File: src/rtl/ball_motion_ctrl_if.sv
// Signal bundle between the frame timing / control logic and the ball motion sequencer.
// The master drives frame and control inputs; the slave (sequencer) returns the committed sprite state.
interface ball_motion_ctrl_if;
  logic       i_frame_start;
  logic       i_pause;
  logic       i_step;
  logic [2:0] i_speed_x;
  logic [2:0] i_speed_y;
  logic [9:0] o_ball_x;
  logic [9:0] o_ball_y;
  logic       o_dir_x;
  logic       o_dir_y;
  logic       o_busy;
  logic       o_bounce_pulse;
  logic [7:0] o_bounce_count;
  logic       o_flash_active;
  logic       o_overrun;

  modport master (
    output i_frame_start, i_pause, i_step, i_speed_x, i_speed_y,
    input  o_ball_x, o_ball_y, o_dir_x, o_dir_y, o_busy,
    input  o_bounce_pulse, o_bounce_count, o_flash_active, o_overrun
  );

  modport slave (
    input  i_frame_start, i_pause, i_step, i_speed_x, i_speed_y,
    output o_ball_x, o_ball_y, o_dir_x, o_dir_y, o_busy,
    output o_bounce_pulse, o_bounce_count, o_flash_active, o_overrun
  );
endinterface

File: src/rtl/ball_motion_ctrl.sv
// Per-frame bouncing-ball motion sequencer: IDLE -> CALC_X -> CALC_Y -> COMMIT, with edge clamping,
// atomic commit of position/direction, pause/single-step, bounce counter and post-bounce flash timer.
module ball_motion_ctrl #(
  parameter int H_ACTIVE     = 640,
  parameter int V_ACTIVE     = 480,
  parameter int RADIUS       = 20,
  parameter int X_INIT       = 320,
  parameter int Y_INIT       = 240,
  parameter int FLASH_FRAMES = 8
) (
  input  logic              clk,
  input  logic              rst_n,
  ball_motion_ctrl_if.slave bus
);

  typedef enum logic [1:0] {
    S_IDLE   = 2'd0,
    S_CALC_X = 2'd1,
    S_CALC_Y = 2'd2,
    S_COMMIT = 2'd3
  } state_t;

  localparam logic [10:0] EDGE_LO    = 11'(RADIUS);
  localparam logic [10:0] X_HI       = 11'(H_ACTIVE - RADIUS);
  localparam logic [10:0] Y_HI       = 11'(V_ACTIVE - RADIUS);
  localparam logic [9:0]  X_RESET    = 10'(X_INIT);
  localparam logic [9:0]  Y_RESET    = 10'(Y_INIT);
  localparam logic [3:0]  FLASH_LOAD = 4'(FLASH_FRAMES);

  // One axis step in 11-bit arithmetic; landing on or past an edge clamps and flips.
  // Result packs {new_pos[9:0], new_dir, bounced}.
  function automatic logic [11:0] f_axis_step(
    input logic [9:0]  pos,
    input logic        dir,
    input logic [2:0]  spd,
    input logic [10:0] hi
  );
    logic [10:0] p;
    logic [10:0] s;
    logic [10:0] n;
    logic [10:0] d;
    p = {1'b0, pos};
    s = {8'd0, spd};
    n = p + s;
    d = p - s;
    if (dir) begin
      if (n >= hi) begin
        f_axis_step = {hi[9:0], 1'b0, 1'b1};
      end else begin
        f_axis_step = {n[9:0], 1'b1, 1'b0};
      end
    end else begin
      if (p <= (EDGE_LO + s)) begin
        f_axis_step = {EDGE_LO[9:0], 1'b1, 1'b1};
      end else begin
        f_axis_step = {d[9:0], 1'b0, 1'b0};
      end
    end
  endfunction

  state_t      r_state;
  state_t      w_next_state;
  logic        w_start;
  logic [2:0]  r_sx;
  logic [2:0]  r_sy;
  logic [9:0]  r_nx;
  logic [9:0]  r_ny;
  logic        r_ndx;
  logic        r_ndy;
  logic        r_bx;
  logic        r_by;
  logic [11:0] w_x_res;
  logic [11:0] w_y_res;

  logic [9:0]  r_ball_x;
  logic [9:0]  r_ball_y;
  logic        r_dir_x;
  logic        r_dir_y;
  logic        r_busy;
  logic        r_bounce_pulse;
  logic [7:0]  r_bounce_count;
  logic [3:0]  r_flash_cnt;
  logic        r_flash_active;
  logic        r_overrun;
  logic        r_step_pending;

  logic        w_commit_bounce;
  logic [8:0]  w_count_sum;
  logic [7:0]  w_count_next;
  logic [3:0]  w_flash_next;

  assign w_x_res = f_axis_step(r_ball_x, r_dir_x, r_sx, X_HI);
  assign w_y_res = f_axis_step(r_ball_y, r_dir_y, r_sy, Y_HI);

  assign w_commit_bounce = (r_state == S_COMMIT) && (r_bx || r_by);
  assign w_count_sum     = {1'b0, r_bounce_count} + {8'd0, r_bx} + {8'd0, r_by};
  assign w_count_next    = w_count_sum[8] ? 8'hFF : w_count_sum[7:0];

  // Next-state logic; pause is only looked at while idle so an update in flight always finishes.
  always_comb begin
    w_next_state = r_state;
    w_start      = 1'b0;
    case (r_state)
      S_IDLE: begin
        if (bus.i_frame_start && (!bus.i_pause || r_step_pending)) begin
          w_next_state = S_CALC_X;
          w_start      = 1'b1;
        end else begin
          w_next_state = S_IDLE;
        end
      end
      S_CALC_X: w_next_state = S_CALC_Y;
      S_CALC_Y: w_next_state = S_COMMIT;
      S_COMMIT: w_next_state = S_IDLE;
      default:  w_next_state = S_IDLE;
    endcase
  end

  // Flash timer: a bounce commit reload takes precedence over the per-frame decrement.
  always_comb begin
    w_flash_next = r_flash_cnt;
    if (w_commit_bounce) begin
      w_flash_next = FLASH_LOAD;
    end else if (bus.i_frame_start && (r_flash_cnt != 4'd0)) begin
      w_flash_next = r_flash_cnt - 4'd1;
    end else begin
      w_flash_next = r_flash_cnt;
    end
  end

  // FSM state and the working registers for the update in flight.
  always_ff @(posedge clk) begin
    if (!rst_n) begin
      r_state <= S_IDLE;
      r_sx    <= 3'd0;
      r_sy    <= 3'd0;
      r_nx    <= 10'd0;
      r_ny    <= 10'd0;
      r_ndx   <= 1'b0;
      r_ndy   <= 1'b0;
      r_bx    <= 1'b0;
      r_by    <= 1'b0;
    end else begin
      r_state <= w_next_state;
      if (w_start) begin
        r_sx <= bus.i_speed_x;
        r_sy <= bus.i_speed_y;
      end
      if (r_state == S_CALC_X) begin
        {r_nx, r_ndx, r_bx} <= w_x_res;
      end
      if (r_state == S_CALC_Y) begin
        {r_ny, r_ndy, r_by} <= w_y_res;
      end
    end
  end

  // Committed sprite state; everything the renderer sees changes on the same edge.
  always_ff @(posedge clk) begin
    if (!rst_n) begin
      r_ball_x       <= X_RESET;
      r_ball_y       <= Y_RESET;
      r_dir_x        <= 1'b1;
      r_dir_y        <= 1'b1;
      r_bounce_pulse <= 1'b0;
      r_bounce_count <= 8'd0;
    end else begin
      r_bounce_pulse <= w_commit_bounce;
      if (r_state == S_COMMIT) begin
        r_ball_x <= r_nx;
        r_ball_y <= r_ny;
        r_dir_x  <= r_ndx;
        r_dir_y  <= r_ndy;
      end
      if (w_commit_bounce) begin
        r_bounce_count <= w_count_next;
      end
    end
  end

  // Status flags: busy, sticky overrun, pending single-step and flash timer.
  always_ff @(posedge clk) begin
    if (!rst_n) begin
      r_busy         <= 1'b0;
      r_overrun      <= 1'b0;
      r_step_pending <= 1'b0;
      r_flash_cnt    <= 4'd0;
      r_flash_active <= 1'b0;
    end else begin
      r_busy         <= (w_next_state != S_IDLE);
      r_flash_cnt    <= w_flash_next;
      r_flash_active <= (w_flash_next != 4'd0);
      if (bus.i_frame_start && (r_state != S_IDLE)) begin
        r_overrun <= 1'b1;
      end
      if (w_start) begin
        r_step_pending <= 1'b0;
      end else if (bus.i_step && bus.i_pause) begin
        r_step_pending <= 1'b1;
      end
    end
  end

  assign bus.o_ball_x       = r_ball_x;
  assign bus.o_ball_y       = r_ball_y;
  assign bus.o_dir_x        = r_dir_x;
  assign bus.o_dir_y        = r_dir_y;
  assign bus.o_busy         = r_busy;
  assign bus.o_bounce_pulse = r_bounce_pulse;
  assign bus.o_bounce_count = r_bounce_count;
  assign bus.o_flash_active = r_flash_active;
  assign bus.o_overrun      = r_overrun;

endmodule

File: src/flat_wrapper.sv
// flat-port wrapper written by rule: the top's interface ports become plain ports
module ball_motion_ctrl_flat 
#(
  parameter int H_ACTIVE     = 640,
  parameter int V_ACTIVE     = 480,
  parameter int RADIUS       = 20,
  parameter int X_INIT       = 320,
  parameter int Y_INIT       = 240,
  parameter int FLASH_FRAMES = 8
)
  (clk, rst_n, bus_i_frame_start, bus_i_pause, bus_i_step, bus_i_speed_x, bus_i_speed_y, bus_o_ball_x, bus_o_ball_y, bus_o_dir_x, bus_o_dir_y, bus_o_busy, bus_o_bounce_pulse, bus_o_bounce_count, bus_o_flash_active, bus_o_overrun);
  ball_motion_ctrl_if bus_i ();
  input  logic clk;
  input  logic rst_n;
  input wire logic [$bits(bus_i.i_frame_start)-1:0] bus_i_frame_start;
  input wire logic [$bits(bus_i.i_pause)-1:0] bus_i_pause;
  input wire logic [$bits(bus_i.i_step)-1:0] bus_i_step;
  input wire logic [$bits(bus_i.i_speed_x)-1:0] bus_i_speed_x;
  input wire logic [$bits(bus_i.i_speed_y)-1:0] bus_i_speed_y;
  output wire logic [$bits(bus_i.o_ball_x)-1:0] bus_o_ball_x;
  output wire logic [$bits(bus_i.o_ball_y)-1:0] bus_o_ball_y;
  output wire logic [$bits(bus_i.o_dir_x)-1:0] bus_o_dir_x;
  output wire logic [$bits(bus_i.o_dir_y)-1:0] bus_o_dir_y;
  output wire logic [$bits(bus_i.o_busy)-1:0] bus_o_busy;
  output wire logic [$bits(bus_i.o_bounce_pulse)-1:0] bus_o_bounce_pulse;
  output wire logic [$bits(bus_i.o_bounce_count)-1:0] bus_o_bounce_count;
  output wire logic [$bits(bus_i.o_flash_active)-1:0] bus_o_flash_active;
  output wire logic [$bits(bus_i.o_overrun)-1:0] bus_o_overrun;
  assign bus_i.i_frame_start = bus_i_frame_start;
  assign bus_i.i_pause = bus_i_pause;
  assign bus_i.i_step = bus_i_step;
  assign bus_i.i_speed_x = bus_i_speed_x;
  assign bus_i.i_speed_y = bus_i_speed_y;
  assign bus_o_ball_x = bus_i.o_ball_x;
  assign bus_o_ball_y = bus_i.o_ball_y;
  assign bus_o_dir_x = bus_i.o_dir_x;
  assign bus_o_dir_y = bus_i.o_dir_y;
  assign bus_o_busy = bus_i.o_busy;
  assign bus_o_bounce_pulse = bus_i.o_bounce_pulse;
  assign bus_o_bounce_count = bus_i.o_bounce_count;
  assign bus_o_flash_active = bus_i.o_flash_active;
  assign bus_o_overrun = bus_i.o_overrun;
  ball_motion_ctrl #(.H_ACTIVE(H_ACTIVE), .V_ACTIVE(V_ACTIVE), .RADIUS(RADIUS), .X_INIT(X_INIT), .Y_INIT(Y_INIT), .FLASH_FRAMES(FLASH_FRAMES)) u_core (.clk(clk), .rst_n(rst_n), .bus(bus_i));
endmodule
File: config.mk
export PLATFORM = sky130hd
export DESIGN_NAME = ball_motion_ctrl_flat
export DESIGN_NICKNAME = d
export VERILOG_FILES = /design/src/rtl/ball_motion_ctrl_if.sv /design/src/rtl/ball_motion_ctrl.sv /design/src/flat_wrapper.sv
export SDC_FILE = /design/constraint.sdc
export NUM_CORES = 1
export LEC_CHECK = 0
export BUFFER_PORTS_ARGS = -buffer_cell sky130_fd_sc_hd__buf_2
export CAP_MARGIN = 5
export CORE_MARGIN = 2
export CORE_UTILIZATION = 55
export CTS_CLUSTER_SIZE = 24
export DETAILED_ROUTE_END_ITERATION = 10
export MAX_ROUTING_LAYER = met4
export PLACE_DENSITY = 0.75
export SYNTH_ARGS = -nofsm -noshare
export SYNTH_HDL_FRONTEND = slang
export SYNTH_SLANG_ARGS = --single-unit
File: constraint.sdc
create_clock -name clk -period 5 [get_ports clk]
set_input_delay 0.25 -clock clk [delete_from_list [all_inputs] [get_ports clk]]
set_output_delay 0.25 -clock clk [all_outputs]
set_load 0.005 [all_outputs]
---- Word-level counts from Yosys, hierarchy flattened ----
Cells that the tools add are included.
operators by class
  add/subtract/negate cells ............... 9
  reduce and logical (&&, ||, !) cells .... 14
  multiplexer cells ....................... 13
  equal/unequal tests ..................... 3
  $lt $le $gt $ge ......................... 4
  bitwise gates (word level) .............. 1
operator list
  kind                    count
  $mux W12                6
  $add A10 B3 Y11         2
  $le A10 B11 Y1          2
  $sub A10 B3 Y10         2
  $add A5 B3 Y6 const A   2
  $ge A11 B10 Y1 const B  1
  $ge A11 B9 Y1 const B   1
  $add A8 B1 Y9           1
  $add A9 B1 Y9           1
  $mux W4                 2
  $mux W8                 1
  $pmux W2 S4             1
  $reduce_bool A4 Y1      2
  $logic_and A1 B1 Y1     5
  $eq A2 B2 Y1 const B    2
  $reduce_bool A2 Y1      2
  $sub A4 B1 Y4 const B   1
  $mux W1                 3
  $eq A2 B1 Y1 const B    1
  $logic_not A2 Y1        1
  $logic_or A1 B1 Y1      2
  $reduce_or A2 Y1        1
  $logic_not A1 Y1        1
  $not A1 Y1              1
storage, ports and cells
  register bits ........................... 71
  output and inout port bits .............. 34

---- Longest topological paths before layout ----
Gate-level depths: netlist of the first run.
  depth in word-level cells ............... 6
  gate-level depth with buffers ........... 11
  mapped depth without buffers ............ 11

---- Worst setup path after synthesis of the first run ----
No wires, ideal clock.
  path type ............................... register to register
  start point ............................. register u_core.r_ball_y[0], in the netlist u_core.bus.o_ball_y[0]
  end point ............................... register u_core.r_ndy
  buffers on the path ..................... 1
  arrival time ............................ 2.367 ns
  stages on the path, launching flop included .. 11
  data required time ...................... 4.881 ns
  path slack .............................. 2.514 ns
  cell sequence ........................... dfxtp_1 > ha_1 > fa_1 > buf_4 > nor3b_1 > o21ai_0 > a2111oi_2 > o2111ai_1 > nand2_1 > inv_2 > o221a_2
on the way
  longest elaborated chain between the ends .. 4
  elaborated cells between the ends (all ways) .. 6
  classes of those cells .................. add/sub (1); order compare (2); mux (3)
ends and longest elaborated chain
  element                 RTL line                 text
  start, declared         ball_motion_ctrl.sv:76   logic [9:0] r_ball_y;
  start signal, assigned  ball_motion_ctrl.sv:171  r_ball_y <= r_ny;
  $add A10 B3 Y11         ball_motion_ctrl.sv:44   n = p + s;
  $ge A11 B9 Y1           ball_motion_ctrl.sv:47   if (n >= hi) begin
  $mux W12                ball_motion_ctrl.sv:47
  $mux W12 (*)            ball_motion_ctrl.sv:46   if (dir) begin
  end signal, assigned    ball_motion_ctrl.sv:153  {r_ny, r_ndy, r_by} <= w_y_res;
  end, declared           ball_motion_ctrl.sv:69   logic r_ndy;
Mark *: on every way between the ends. The rest lies on a longest branch, timed or not.
A chain may end at the register's enable or synchronous reset.

---- Worst setup path after layout of the first run ----
Same ends and word-level chain as after synthesis.

==> results.md, run 1 <==
- Critical Path End Type: flop
- Sequential fraction of the synthesis area: between 30 and 40%
- Sequential share of power: a little under half
- Syn Area/Cell: between 8 and 9 µm²
- Status: finished, final reports clean
- ANT cells: 0
- Port bufs: 44
- Nets@finish: between 500 and 600
- Final Hold Viols: 0
- Mapped Cells: a little over 500
- Placement Rows: 32
- Switching pwr: around 0.00036 W
- Layout Skew: about 9.0 ps
- Switching Fraction: a little over a quarter
- Die X: 93.6 µm
- Global route total overflow: 0
- Share of flip-flops with an asynchronous set or reset: 0%
- Fmax: between 300 and 400 MHz
- Power share of the clock group: about 39%
- MaxCap Viol Count: 0
- Die Y: roughly 94 µm
- WL per Instance: between 15 and 20 µm
- Drt pass-1 iters: 5
- Register area: roughly 1400 µm²
- # setup viols final: 0
- Peak supply drop: around 0.00028 V
- Filler cells: ~700
- RSZ-0062 raised after global routing: no
- CTS tree: done
- Postcts setup bufs: 0
- Final RePlAce weighted congestion: ~0.91
- Area of the multi-input gates: 2720 µm²
- Clk sinks: 71
- Post-CTS Resized: 0
- Largest net degree at the start of global routing: 29
- Clock Tree Buf Depth: 2
- Total power: ~0.0013 W
- Final setup TNS: 0 ps
- Global-route wire length before repair: between 15000 and 20000 µm
- Main synth FF type: dfxtp_1
- Total track usage: 24.6%
- Die area: between 8000 and 9000 µm²
- Initial antenna violation count: 0
- Final wirelength: 10100 µm
- Post-synthesis to final-layout area growth: 9.50%
- Initial Util: a little under three fifths
- Root buffer cell: clkbuf_8
- Synth warn: 0
- #FFs+latches synth: between 70 and 80
- I/O pin count: 45
- Max H-tree Level: 3
- Crit-path max cell delay: 520 ps
- Final Max Slew Viols: 0
- Synth cell types: between 70 and 80
- Crit path max-delay cell type: fa_1
- Clock Latency Late Sink: ~350 ps
- Comb power frac: 14.3%
- Clk pin slew, worst setup/hold paths: ~80 ps
- Synth area leaders: dfxtp_1, mux2i_1, ha_1
- Pint: just under 0.001 W
- Vias in the first global route: between 3000 and 4000
- Crit path cell chain: ha_1 > fa_1 > nor3b_1 > o21ai_0 > a2111oi_2 > o2111ai_1 > nand2_1 > inv_2 > o221a_2
- Arrival @ worst endpoint: just over 3000 ps
- WP data required: roughly 5200 ps
- Post-DR vias/cell: between 5 and 6
- Hpwl dp: 7180 µm
- CTS Buf Count: 9
- Core area: approximately 8000 µm²
- Tmin final: approximately 2800 ps
- Final non-filler cell total: 642
- Hold-fix buffer count after cts: 0
- Max_slew headroom: between 50 and 60%
- CP Max Fanout: 8
- DRT iter0 DRCs: around 230
- Pwr per Cell Area: about 280 nW/µm²
- LEAKAGE: 1.95 nW
- Share of post-route cells with drive strength above 1: approximately 16%
- Post-Place Cells: roughly 630
- WS Path Type: flop to flop
- Area fraction of the dominant cell type after synthesis: roughly a third
- Cell taking the most area after synthesis: dfxtp_1
- HP Class: primary input to flop
- Number of synthesized flops with an enable pin: 0
- Syn_nets: around 550
- Slew @ Worst Pin: between 700 and 800 ps
- Synthesized area: around 4400 µm²
- Startpoint class of the critical path: flop
- Routed vias: between 3000 and 4000
- Final Cycle Share: a little under three fifths
- # DRC: 0
- Remaining antenna violation count after routing: 0
[worst max-delay path: cells and delay by family, from the launching register on]
family | cells | cell delay, ps
AO/OA/AOI/OAI | 4 | 1060
adder cells (fa/ha/maj) | 2 | 750
buffers and inverters | 1 | 60
flip-flops | 1 | 340
AND/OR/NAND/NOR | 2 | 490
[path summary, 6_finish.rpt]
path              cells after the start  slack, ps              to              startpoint
setup reg to reg                      9       2180    u_core.r_ndy  u_core.bus.o_ball_y[0]
setup / recovery                      9       2180    u_core.r_ndy  u_core.bus.o_ball_y[0]
hold / removal                        3        130  u_core.r_sx[1]        bus_i_speed_x[1]
hold reg to reg                       2        470  u_core.r_ny[9]          u_core.r_ny[9]
[logic make-up (layout without fill, tap and decap cells)]
kind of cell,count (synthesis),count (layout),synth area share [%]
AO/OA/AOI/OAI,108,108,18.0
flip-flops,71,71,32.2
multiplexers,34,34,7.74
adder cells (fa/ha/maj),26,26,8.22
AND/OR/NAND/NOR,178,178,20.9
buffers and inverters,59,89,6.24
XOR/XNOR,34,34,6.75
[cell usage after synthesis, types with 5 or more instances]
| library cell | count |
|---|---|
| a21o_1 | 7 |
| a21oi_1 | 33 |
| buf_1 | 6 |
| buf_4 | 5 |
| clkbuf_1 | 13 |
| dfxtp_1 | 71 |
| fa_1 | 5 |
| ha_1 | 21 |
| inv_1 | 26 |
| mux2i_1 | 33 |
| nand2_1 | 35 |
| nand2b_1 | 8 |
| nand3_1 | 14 |
| nor2_1 | 50 |
| nor2b_1 | 9 |
| nor3_1 | 17 |
| nor4_1 | 5 |
| o21ai_0 | 13 |
| or2_2 | 7 |
| xnor2_1 | 18 |
| xor2_1 | 16 |
[cell usage in the layout (no fill, tap or decap), types with 4 or more instances in the layout]
cell      count
nor3_1       17
o21a_1        4
o21ai_0      13
mux2i_1      33
a21oi_1      33
dfxtp_1      71
nor2_1       50
ha_1         21
and3_1        4
inv_1        26
o311ai_0      4
nand3_1      14
nor2b_1       9
buf_2        44
xor2_1       16
or2_2         7
nor4_1        5
clkbuf_8     10
nand2_1      35
nand4_1       4
nor3b_1       4
o211ai_1      4
xnor2_1      18
nand2b_1      8
fa_1          5
a31oi_1       4
a21o_1        7
[metrics by stage]
| stage | setup slack [ps] | utilization [%] | area (µm²) | hold WS, ps |
|---|---|---|---|---|
| after floorplan | 2510 | - | 4410 | 389 |
| after global placement | 2310 | 59.3 | 4600 | 448 |
| after detailed placement | 2220 | 59.3 | 4600 | 454 |
| after CTS | 2220 | 62.2 | 4830 | 118 |
| after global routing | 1950 | 62.2 | 4830 | 151 |
| final | 2180 | 62.2 | 4830 | 129 |
[final cells by class]
| class | instances | area share, % |
|---|---|---|
| clock inverter | 6 | 1.92 |
| timing repair buffer | 46 | 4.87 |
| inverter | 27 | 2.10 |
| multi-input combinational | 380 | 56.2 |
| sequential | 71 | 29.4 |
| clock buffer | 10 | 2.85 |
| tap | 102 | 2.64 |
[state kept, by name, summed over array words and instances (netlist names)]
name,flops
u_core.bus.o_dir_y,1
u_core.r_sx,3
u_core.r_sy,3
u_core.r_state,2
u_core.bus.o_dir_x,1
u_core.r_nx,10
u_core.bus.o_flash_active,1
u_core.r_bx,1
u_core.r_flash_cnt,4
u_core.bus.o_overrun,1
u_core.bus.o_bounce_pulse,1
u_core.r_ndy,1
u_core.bus.o_ball_y,10
u_core.bus.o_ball_x,10
u_core.bus.o_bounce_count,8
u_core.r_by,1
u_core.r_ny,10
u_core.bus.o_busy,1
u_core.r_step_pending,1
u_core.r_ndx,1
[power groups by stage]
stage	Clock [W]	Sequential (W)	Combinational (W)
floorplan	0	0.000628	0.000151
global placement	0	0.000634	0.000185
detailed placement	0	0.000635	0.000190
CTS	0.000536	0.000622	0.000192
global route	0.000560	0.000626	0.000217
finish	0.000524	0.000622	0.000192
[metal layers]
layer | vias to the layer above | part of all wire (%) | global-route usage (%)
met5 | - | 0 | -
met4 | 0 | 0.63 | 5.80
met3 | 7 | 4.8 | 4.43
met2 | 105 | 45 | 35.4
met1 | 1805 | 50 | 36.1
li1 | 1863 | - | -
No activity file was read; power rests on OpenSTA's default activity.
==> run 2: changes to the inputs <==
- ABC_AREA: unset -> 1
- CORE_UTILIZATION: 55 -> 53
- PLACE_DENSITY: 0.75 -> 0.76
- clock period: 5 -> 2.56 ns (I/O delays scaled with it)
==> run 2 against run 1 <==
Against the previous run: worst hold slack lost 65 ps; combinational power grew 150%; die area shrank 3.4%; clock power grew 65%; synthesized area shrank 7.1%; worst setup slack lost 1800 ps; first-iteration DRC count grew 9.2%; sequential share of layout area grew 1.6 points; critical path depth grew 5; non-clock buffer count grew 3; clock-buffer cell count is the same; cell area shrank 5.1%; critical path type unchanged; critical endpoint is now u_core.r_ny[3]; largest power group unchanged.
==> results.md, run 2 <==
- CTS Buf Count: 9 (unchanged)
- Clk sinks: 71 (unchanged)
- ANT cells: 0 (unchanged)
- Post-CTS Resized: 0 (unchanged)
- Critical Path Source: u_core.bus.o_ball_y[0]
- Hold-fix buffer count after cts: 0 (unchanged)
- Die area: 8460 µm² (-3.4%)
- Post-DR vias/cell: 5.31 (-9.8%)
- Max H-tree Level: 3 (unchanged)
- Mapped Cells: 586 (+15%)
- Most instantiated cells after synthesis: nand2_1, dfxtp_1, a21oi_1
- Hpwl dp: 7140 µm (-0.65%)
- Clock Tree Buf Depth: 2 (unchanged)
- WS Path Type: flop to flop
- Largest net degree at the start of global routing: 38 (+31%)
- I/O pin count: 45 (unchanged)
- Slew @ Worst Pin: 610 ps (-112 ps)
- Final wirelength: 9670 µm (-3.8%)
- Met2 Use GR: 40.0% (+4.6 points)
- CTS tree: done
- Global route total overflow: 0 (unchanged)
- Global-route wire length before repair: 16400 µm (-2.2%)
- Max_slew headroom: 59.3% (+8.0 points)
- Root buffer cell: clkbuf_8
- Pwr per Cell Area: 559 nW/µm² (+100%)
- Syn Area/Cell: 7.00 µm² (-19%)
- Area fraction of the dominant cell type after synthesis: 34.6% (+2.4 points)
- DRT iter0 DRCs: 249 (+9.2%)
- Final non-filler cell total: 732 (+14%)
- Met3 Use GR: 3.86% (-0.57 points)
- WP data required: 2790 ps (-2450 ps)
- Filler cells: 710 (+1.1%)
- Post-layout util: 60.3% (-1.9 points)
- Placement Cell Area: 4400 µm² (-4.5%)
- Crit-path max cell delay: 440 ps (-80 ps)
- Tmin final: 2160 ps (-661 ps)
- Die X: 92.0 µm (-1.7%)
- Port bufs: 44 (unchanged)
- MaxCap Viol Count: 0 (unchanged)
- Cell taking the most area after synthesis: dfxtp_1
- # DRC: 0 (unchanged)
- Final Max Slew Viols: 0 (unchanged)
- Synth warn: 0 (unchanged)
- Busiest grt layer: met2
- Critical Path End Type: flop
- Crit path buf inv count: 1 (unchanged)
- Post-Place Cells: 716 (+14%)
- HP Class: primary input to flop
- Share of flip-flops with an asynchronous set or reset: 0% (unchanged)
- Nets@finish: 662 (+16%)
- Syn_nets: 623 (+14%)
- Post-synthesis to final-layout area growth: 11.8%
- Synth area leaders: dfxtp_1, nand2_1, a21oi_1
- Postcts setup bufs: 0 (unchanged)
- Crit path max-delay cell type: fa_1
- Layout Skew: 6.81 ps (-2.14 ps)
- Final Cycle Share: 84.3% (+28 points)
- Crit path cell chain: ha_1 > fa_1 > nand3_1 > nand2_1 > nand2_1 > nand2_1 > nand3_1 > nor2_1 > nand2_1 > nand3_2 > inv_2 > nand2_1 > nand2_1 > a21oi_1
- Number of synthesized flops with an enable pin: 0 (unchanged)
- LEAKAGE: 2.20 nW (+13%)
- Clock Latency Late Sink: 340 ps (about the same)
- Fmax: 464 MHz (+31%)
- Remaining antenna violation count after routing: 0 (unchanged)
- Total power: 0.00256 W (+92%)
- Cell mode on critical path: nand2_1
- Final Hold Viols: 0 (unchanged)
- Startpoint class of the critical path: flop
- Routed vias: 3888 (+2.9%)
- Share of post-route cells with drive strength above 1: 15.4% (-0.53 points)
- Peak supply drop: 0.000430 V (+52%)
- Status: finished, final reports clean
- RSZ-0062 raised after global routing: no
- #FFs+latches synth: 71 (unchanged)
- HP Start: bus_i_speed_y[2]
- Final setup TNS: 0 ps (unchanged)
- Clk pin slew, worst setup/hold paths: 80 ps (about the same)
- Core area: 7610 µm² (-2.1%)
- Initial Util: 53.9% (-2.9 points)
- Placement Rows: 32 (unchanged)
- Final RePlAce weighted congestion: 0.931 (+2.0%)
- GR Util met1: 31.1% (-5.1 points)
- CP top delay family: simple AND/OR/NAND/NOR gates
- Synthesized area: 4100 µm² (-7.1%)
- Initial antenna violation count: 0 (unchanged)
- WL per Instance: 13.2 µm (-16%)
- Drt pass-1 iters: 4 (-1)
- Commonest non-fill, non-tap cell in the layout: nand2_1
- Most frequent cells in the layout: nand2_1, dfxtp_1, a21oi_1, inv_1, o21ai_0
- Register-to-register setup slack: 400 ps (-1780 ps)
- CP Max Fanout: 7 (-1)
- Total track usage: 24.5% (-0.11 points)
- Crit Reg-Reg Startpoint: u_core.bus.o_ball_y[0]
- Arrival @ worst endpoint: 2390 ps (-670 ps)
- Sequential fraction of the synthesis area: 34.6% (+2.4 points)
- Most frequent cell after synthesis: nand2_1
- Synth cell types: 33 (-54%)
- Design area: 4590 µm² (-5.1%)
- Die Y: 92.0 µm (-1.7%)
- # setup viols final: 0 (unchanged)
- Vias in the first global route: 3689 (+5.5%)
- Main synth FF type: dfxtp_1
[run 2: changes by cell type after synthesis, moves of 10 or more]
| cell | previous run | this run |
|---|---|---|
| nand2_1 | 35 | 125 |
| o21ai_0 | 13 | 56 |
| inv_1 | 26 | 65 |
| a21oi_1 | 33 | 66 |
| mux2i_1 | 33 | 0 |
| nand3_1 | 14 | 33 |
| xnor2_1 | 18 | 5 |
| nand2_2 | 0 | 10 |
[run 2: report_power, final]
part | switching, W | internal [W]
Sequential | 0.0000455 | 0.00118
Combinational | 0.000296 | 0.000175
Clock | 0.000418 | 0.000447
Total | 0.000760 | 0.00180
[run 2: routing by layer]
metal	routed length [µm]	vias to the layer above	part of all wire, %
met3	369	15	3.8
met2	4630	91	48
met4	155	0	1.6
li1	-	1994	-
met1	4520	1788	47
met5	0	-	0
[run 2: final timing paths]
| check | endpoint | cells after the start |
|---|---|---|
| max | u_core.r_ny[3] | 14 |
| min | u_core.r_sy[2] | 3 |
| max reg2reg | u_core.r_ny[3] | 14 |
| min reg2reg | u_core.r_ny[0] | 2 |
[run 2: per-stage QoR]
step / hold WS (ps) / setup WS [ps]
after detailed placement: 418 / 450
after floorplan: 293 / 652
after global placement: 413 / 497
after CTS: 59.4 / 437
final: 63.9 / 403
after global routing: 73.7 / 221
[run 2: cell families (layout without fill, tap and decap cells)]
family | after synthesis | after routing | share of synthesized area, %
AND/OR/NAND/NOR | 242 | 242 | 26.5
AO/OA/AOI/OAI | 135 | 135 | 17.3
buffers and inverters | 94 | 138 | 8.87
flip-flops | 71 | 71 | 34.6
adder cells (fa/ha/maj) | 26 | 26 | 8.84
XOR/XNOR | 18 | 18 | 3.84
[run 2: worst reg2reg max path: stages (launching register included)]
cell and delay [ps]:
dfxtp_1 320, ha_1 250, fa_1 440, nand3_1 130, nand2_1 110, nand2_1 100, nand2_1 70, nand3_1 80
nor2_1 50, nand2_1 70, nand3_2 110, inv_2 150, nand2_1 70, nand2_1 60, a21oi_1 50
[run 2: final cells by class]
type                            count  area, µm²  area share (%)
Multi-Input combinational cell    421       2320            50.5
Clock inverter                      6       61.3            1.34
Inverter                           73        274            5.97
Timing Repair Buffer               49        258            5.62
Sequential cell                    71       1420            31.0
Tap cell                          102        128            2.78
Clock buffer                       10        128            2.78
